`config.mk`:
```
export PLATFORM = sky130hd
export DESIGN_NAME = switch_core_param
export DESIGN_NICKNAME = d
export VERILOG_FILES = /design/src/rtl/switch_core_param.sv
export SDC_FILE = /design/constraint.sdc
export NUM_CORES = 2
export LEC_CHECK = 0
export ABC_AREA = 0
export CORE_MARGIN = 10
export CORE_UTILIZATION = 60
export DETAILED_ROUTE_END_ITERATION = 7
export PLACE_DENSITY = 0.83
export SYNTH_ARGS = -nofsm -noshare
export SYNTH_HDL_FRONTEND = slang
export SYNTH_SLANG_ARGS = --single-unit
```
`constraint.sdc`:
```
create_clock -name clk -period 19.5 [get_ports clk]
set_clock_uncertainty 0.2 [all_clocks]
set_input_delay 2.925 -clock clk [delete_from_list [all_inputs] [get_ports clk]]
set_output_delay 2.925 -clock clk [all_outputs]
set_load 0.05 [all_outputs]
```
`src/rtl/switch_core_param.sv`:
```
// switch_core_param: NPORTS x NPORTS address-routed switch, priority + round-robin egress arbitration, show-ahead egress FIFOs; define SWITCH_DROP_CNT_EN to add per-ingress drop counters
module switch_core_param #(
  parameter int NPORTS = 4,
  parameter int AW     = 16,
  parameter int DW     = 16,
  parameter int DEPTH  = 8,
  parameter int AE_LVL = 2,
  parameter int AF_LVL = 6,
  parameter int PRIO_W = 2
) (
  input  logic                       clk,
  input  logic                       reset,
  input  logic [NPORTS*AW-1:0]       addr_in,
  input  logic [NPORTS*DW-1:0]       data_in,
  input  logic [NPORTS-1:0]          wr_en,
  output logic [NPORTS-1:0]          data_rcv,
  output logic [NPORTS*AW-1:0]       addr_out,
  output logic [NPORTS*DW-1:0]       data_out,
  input  logic [NPORTS-1:0]          rd_en,
  output logic [NPORTS-1:0]          data_rdy,
  output logic [NPORTS-1:0]          fifo_empty,
  output logic [NPORTS-1:0]          fifo_full,
  output logic [NPORTS-1:0]          fifo_ae,
  output logic [NPORTS-1:0]          fifo_af,
  input  logic                       prio_wr,
  input  logic [NPORTS*PRIO_W-1:0]   prio_val,
  input  logic                       port_en,
  input  logic                       port_wr,
  input  logic [$clog2(NPORTS)-1:0]  port_sel,
  input  logic [AW-1:0]              port_addr
`ifdef SWITCH_DROP_CNT_EN
  ,
  output logic [NPORTS*8-1:0]        drop_cnt
`endif
);
  localparam int PW = $clog2(NPORTS);
  localparam int FW = $clog2(DEPTH);
  localparam int CW = FW + 1;
  localparam int EW = AW + DW;
  localparam logic [CW-1:0] FULL_C = CW'(DEPTH);
  localparam logic [CW-1:0] AE_C   = CW'(AE_LVL);
  localparam logic [CW-1:0] AF_C   = CW'(AF_LVL);
  logic [AW-1:0]          tbl_q [NPORTS];
  logic [NPORTS*PRIO_W-1:0] prio_q;
  logic [PW-1:0]          rr_q [NPORTS];
  logic [EW-1:0]          mem_q [NPORTS][DEPTH];
  logic [FW-1:0]          wp_q [NPORTS];
  logic [FW-1:0]          rp_q [NPORTS];
  logic [CW-1:0]          cnt_q [NPORTS];
  logic [NPORTS-1:0]      rcv_q, rcv_d;
  logic [NPORTS-1:0]      hit, push, pop;
  logic [PW-1:0]          dest [NPORTS];
  logic [PW-1:0]          win [NPORTS];
  assign data_rcv = rcv_q;
  assign pop = rd_en & data_rdy;
  // decode each ingress address to the lowest matching egress table entry
  always_comb begin
    for (int i = 0; i < NPORTS; i++) begin
      hit[i] = 1'b0;
      dest[i] = '0;
      for (int j = NPORTS - 1; j >= 0; j--)
        if (tbl_q[j] == addr_in[i*AW +: AW]) begin
          hit[i] = 1'b1;
          dest[i] = PW'(j);
        end
    end
  end
  // per-egress winner: highest priority, ties resolved by scanning from rr_q; unmatched words are consumed
  always_comb begin : arb_p
    logic [NPORTS-1:0] cand;
    logic [PRIO_W-1:0] top;
    logic [PW-1:0]     sel;
    int                idx;
    cand = '0;
    top = '0;
    sel = '0;
    idx = 0;
    rcv_d = wr_en & ~hit;
    for (int j = 0; j < NPORTS; j++) begin
      push[j] = 1'b0;
      win[j] = '0;
      top = '0;
      for (int i = 0; i < NPORTS; i++) begin
        cand[i] = wr_en[i] && hit[i] && dest[i] == PW'(j) && cnt_q[j] != FULL_C;
        if (cand[i] && prio_q[i*PRIO_W +: PRIO_W] > top) top = prio_q[i*PRIO_W +: PRIO_W];
      end
      for (int k = NPORTS - 1; k >= 0; k--) begin
        idx = int'(rr_q[j]) + k;
        idx = idx >= NPORTS ? idx - NPORTS : idx;
        sel = PW'(idx);
        if (cand[sel] && prio_q[sel*PRIO_W +: PRIO_W] == top) begin
          push[j] = 1'b1;
          win[j] = sel;
        end
      end
      if (push[j]) rcv_d[win[j]] = 1'b1;
    end
  end
  // configuration registers and the registered accept pulse
  always_ff @(posedge clk or negedge reset)
    if (!reset) begin
      for (int j = 0; j < NPORTS; j++) tbl_q[j] <= AW'(j);
      prio_q <= '0;
      rcv_q <= '0;
    end else begin
      if (port_en && port_wr) tbl_q[port_sel] <= port_addr;
      if (prio_wr) prio_q <= prio_val;
      rcv_q <= rcv_d;
    end
  // egress FIFO pointers, occupancy and round-robin pointers
  always_ff @(posedge clk or negedge reset)
    if (!reset) begin
      for (int j = 0; j < NPORTS; j++) begin
        wp_q[j] <= '0;
        rp_q[j] <= '0;
        cnt_q[j] <= '0;
        rr_q[j] <= '0;
      end
    end else begin
      for (int j = 0; j < NPORTS; j++) begin
        if (push[j]) begin
          wp_q[j] <= wp_q[j] + FW'(1);
          rr_q[j] <= win[j] == PW'(NPORTS - 1) ? '0 : win[j] + PW'(1);
        end
        if (pop[j]) rp_q[j] <= rp_q[j] + FW'(1);
        cnt_q[j] <= cnt_q[j] + CW'(push[j]) - CW'(pop[j]);
      end
    end
  // FIFO storage carries no reset; empty entries are masked at the outputs
  always_ff @(posedge clk)
    for (int j = 0; j < NPORTS; j++)
      if (push[j]) mem_q[j][wp_q[j]] <= {addr_in[win[j]*AW +: AW], data_in[win[j]*DW +: DW]};
  // show-ahead head and status flags from the registered count
  always_comb begin
    for (int j = 0; j < NPORTS; j++) begin
      data_rdy[j] = cnt_q[j] != '0;
      fifo_empty[j] = cnt_q[j] == '0;
      fifo_full[j] = cnt_q[j] == FULL_C;
      fifo_ae[j] = cnt_q[j] <= AE_C;
      fifo_af[j] = cnt_q[j] >= AF_C;
      {addr_out[j*AW +: AW], data_out[j*DW +: DW]} = data_rdy[j] ? mem_q[j][rp_q[j]] : '0;
    end
  end
`ifdef SWITCH_DROP_CNT_EN
  logic [7:0] drop_q [NPORTS];
  // saturating unmatched-address counters, cleared by a config read-access to the port
  always_ff @(posedge clk or negedge reset)
    if (!reset) begin
      for (int i = 0; i < NPORTS; i++) drop_q[i] <= '0;
    end else begin
      for (int i = 0; i < NPORTS; i++)
        if (port_en && !port_wr && port_sel == PW'(i)) drop_q[i] <= '0;
        else if (wr_en[i] && !hit[i] && drop_q[i] != 8'hFF) drop_q[i] <= drop_q[i] + 8'd1;
    end
  // flatten the counters onto the output bus
  always_comb
    for (int i = 0; i < NPORTS; i++) drop_cnt[i*8 +: 8] = drop_q[i];
`endif
endmodule

```
==> flow_metrics.env <==
export IMPL_slowest_stage="clkdlybuf4s50_1"
export IMPL_drive_above_1_share=0.207
export IMPL_design_area_sq_mm=0.0645
export IMPL_synth_seq_area_share=0.597
export IMPL_clock_fmax_mhz=74.4
export IMPL_synth_enable_flop_cells=1024
export IMPL_die_y_microns=327
export IMPL_cap_viol_max_count=0
export IMPL_yosys_area_top_type="edfxtp_1"
export IMPL_final_cell_mix="1024 x edfxtp_1, 330 x mux4_2, 318 x mux2i_1"
export IMPL_hp_start="rp_q[8]$_DFFE_PN0P_"
export IMPL_required_ps=19680
export IMPL_path_clk_slew_ps=60
export IMPL_antenna_found_initial=37
export IMPL_grt_max_degree=71
export IMPL_startpoint="addr_in[14]"
export IMPL_finalNetCount=4022
export IMPL_die_width_microns=327
export IMPL_dp_cells=4913
export IMPL_status="complete, no violations"
export IMPL_cts_setup_buffers=0
export IMPL_syn_avg_cell_area_sq_um=15.9
export IMPL_setup_viol=0
export IMPL_cts_max_level=3
export IMPL_leakagePower_nw=22.0
export IMPL_synth_area_top_cells="edfxtp_1 54%, mux4_2 13%, mux2i_1 5.6%, dfrtp_1 5.3%, xor2_1 2.8%"
export IMPL_ant_nets=0
export IMPL_dpl_worst_slack_ps=5700
export IMPL_fp_coreArea_sq_mm=0.0935
export IMPL_grt_pass1_wl_microns=250000
export IMPL_synth_top_area_share=0.543
export IMPL_num_vias=34800
export IMPL_place_congestion=0.971
export IMPL_clkPwrFrac=0.261
export IMPL_power_frac_comb=0.390
export IMPL_slew_violations=0
export IMPL_holdPathStages=1
export IMPL_swShare=0.374
export IMPL_dpl_cell_area_sq_mm=0.0608
export IMPL_dp_hpwl_microns=115000
export IMPL_stdcell_count=5129
export IMPL_final_common_cell="edfxtp_1"
export IMPL_syn_instance_count=3567
export IMPL_ios=319
export IMPL_cts_tree="done"
export IMPL_power_switching_mw=3.13
export IMPL_start_util=0.606
export IMPL_critical_path_class="input port to flip-flop"
export IMPL_wirelength_microns=173000
export IMPL_ctsResizeCount=0
export IMPL_synth_async_reset_ratio=0.108
export IMPL_vdd_ir_drop_max_mv=0.138
export IMPL_drtIter0Drc=4939
export IMPL_rows=112
export IMPL_setup_tns_ps=0
export IMPL_syn_area_sq_mm=0.0567
export IMPL_rsz0062_at_grt="no"
export IMPL_yosysUniqueCellTypes=105
export IMPL_grt_usage=0.320
export IMPL_cts_buffer_depth=3
export IMPL_finalCritPeriodShare=0.690
export IMPL_drtPass1Iterations=5
export IMPL_ys_ff_latch=1148
export IMPL_hold_viol_final=0
export IMPL_grt_pass1_vias=35300
export IMPL_syn2layout_area_growth_pct=13.8
export IMPL_slew_headroom=0.137
export IMPL_worstMarginPinSlew_ps=1260
export IMPL_ff2ff_path_depth=33
export IMPL_die_area_sq_mm=0.107
export IMPL_portBuffers=318
export IMPL_hold_class="flip-flop to flip-flop"
export IMPL_root_buffer="clkbuf_16"
export IMPL_postCtsHoldBufs=0
export IMPL_overflow=0
export IMPL_period_needed_ps=13450
export IMPL_synth_flop_cell="edfxtp_1"
export IMPL_clock_sinks=1148
export IMPL_cp_start_kind="input port"
export IMPL_syn_nets=3818
export IMPL_total_power_mw=8.37
export IMPL_p_int_mw=5.24
export IMPL_avgRoutedWirePerCell_microns=33.8
export IMPL_vias_per_cell=6.79
export IMPL_insertion_delay_ps=710
export IMPL_power_density_mw_per_mm2=130
export IMPL_seq_power_share=0.349
export IMPL_cp_arrival_ps=13630
export IMPL_crit_path_max_fanout=33
export IMPL_cp_end_kind="flip-flop"
export IMPL_regToRegStartpoint="tbl_q[62]$_DFFE_PN0P_"
export IMPL_numCtsBuffers=110
export IMPL_slowest_delay_ps=1030
export IMPL_yosysWarnings=0
export IMPL_drc=0
export IMPL_postLayoutSetupSlackWorst_ps=6050
cell type report:
class	instances	area (sq um)
tap	1254	1570
multi-input combinational	2029	21200
clock inverter	71	741
clock buffer	132	2920
timing repair buffer	404	3830
antenna	13	32.5
inverter	78	293
sequential	1148	33900
fill	5880	29000
state kept, by name, summed over array words and instances, names as in the netlist:
| name | flops |
|---|---|
| mem_q | 1024 |
| tbl_q | 64 |
| cnt_q | 16 |
| rp_q | 12 |
| wp_q | 12 |
| prio_q | 8 |
| rr_q | 8 |
| data_rcv | 4 |
worst max-delay path: cells and delay by family:
family / cells / cell delay [ps]
xor gates and xnor gates: 1 / 190
and+or+nand+nor: 11 / 3040
buffers and inverters: 4 / 2310
adders and majority gates: 3 / 800
AOI/OAI and AO/OA: 14 / 3960
muxes: 1 / 340
cell families after synthesis:
kind of cell,after synthesis,synth area share
and+or+nand+nor,593,0.0557
buffers and inverters,390,0.0319
AOI/OAI and AO/OA,276,0.0369
adders and majority gates,84,0.0191
xor gates and xnor gates,322,0.0498
muxes,754,0.209
DFF,1148,0.597
routing by layer:
metal / routed length, microns / GRT usage
met3: 20800 / 0.0903
met1: 60900 / 0.408
met2: 83500 / 0.514
met5: 255 / 0
met4: 8010 / 0.139
Yosys cell counts (7+ instances only):
cell / number
nand2_1: 96
a211oi_1: 31
dfrtp_1: 120
ha_1: 80
a221o_1: 7
nand4_1: 36
nor4_1: 49
mux2i_1: 318
nor2b_1: 27
mux2_4: 14
edfxtp_1: 1024
or3_1: 10
a211oi_2: 11
nor3b_1: 27
nor2_1: 186
inv_1: 75
xnor2_1: 139
mux4_2: 330
mux2_2: 89
o21ai_0: 37
o22ai_1: 33
xor2_1: 183
clkbuf_1: 103
nand2b_1: 9
buf_4: 17
nand3_1: 25
and3_1: 14
and4_1: 7
buf_1: 48
a31oi_1: 9
nor3_1: 40
and2_1: 20
buf_2: 127
a21o_1: 11
buf_6: 16
a21oi_1: 55
power groups by stage:
| stage | sequential, mW | clock [mW] | combinational [mW] |
|---|---|---|---|
| after floorplan | 2.82 | 0 | 2.35 |
| after global placement | 2.97 | 0 | 3.19 |
| after detailed placement | 2.97 | 0 | 3.24 |
| after CTS | 2.92 | 2.19 | 3.28 |
| after global routing | 2.93 | 2.28 | 3.41 |
| final | 2.92 | 2.18 | 3.27 |
through the flow:
stage | hold WS [ps] | utilization
3_5_place_dp | 274 | 0.651
6_report | 282 | 0.690
5_1_grt | 295 | 0.690
2_1_floorplan | 257 | -
3_3_place_gp | 254 | 0.651
4_1_cts | 284 | 0.690
path summary, 6_finish.rpt:
| check | end | slack, ps |
|---|---|---|
| setup / recovery | mem_q[3][73]$_DFFE_PP_ | 6050 |
| hold / removal | rp_q[8]$_DFFE_PN0P_ | 280 |
| setup reg to reg | mem_q[3][73]$_DFFE_PP_ | 8810 |
| hold reg to reg | rp_q[8]$_DFFE_PN0P_ | 280 |
| max in group asynchronous | rp_q[6]$_DFFE_PN0P_ | 15620 |
| min in group asynchronous | data_rcv[0]$_DFF_PN0_ | 2080 |
Note: power is estimated with default switching activity, not from simulation.
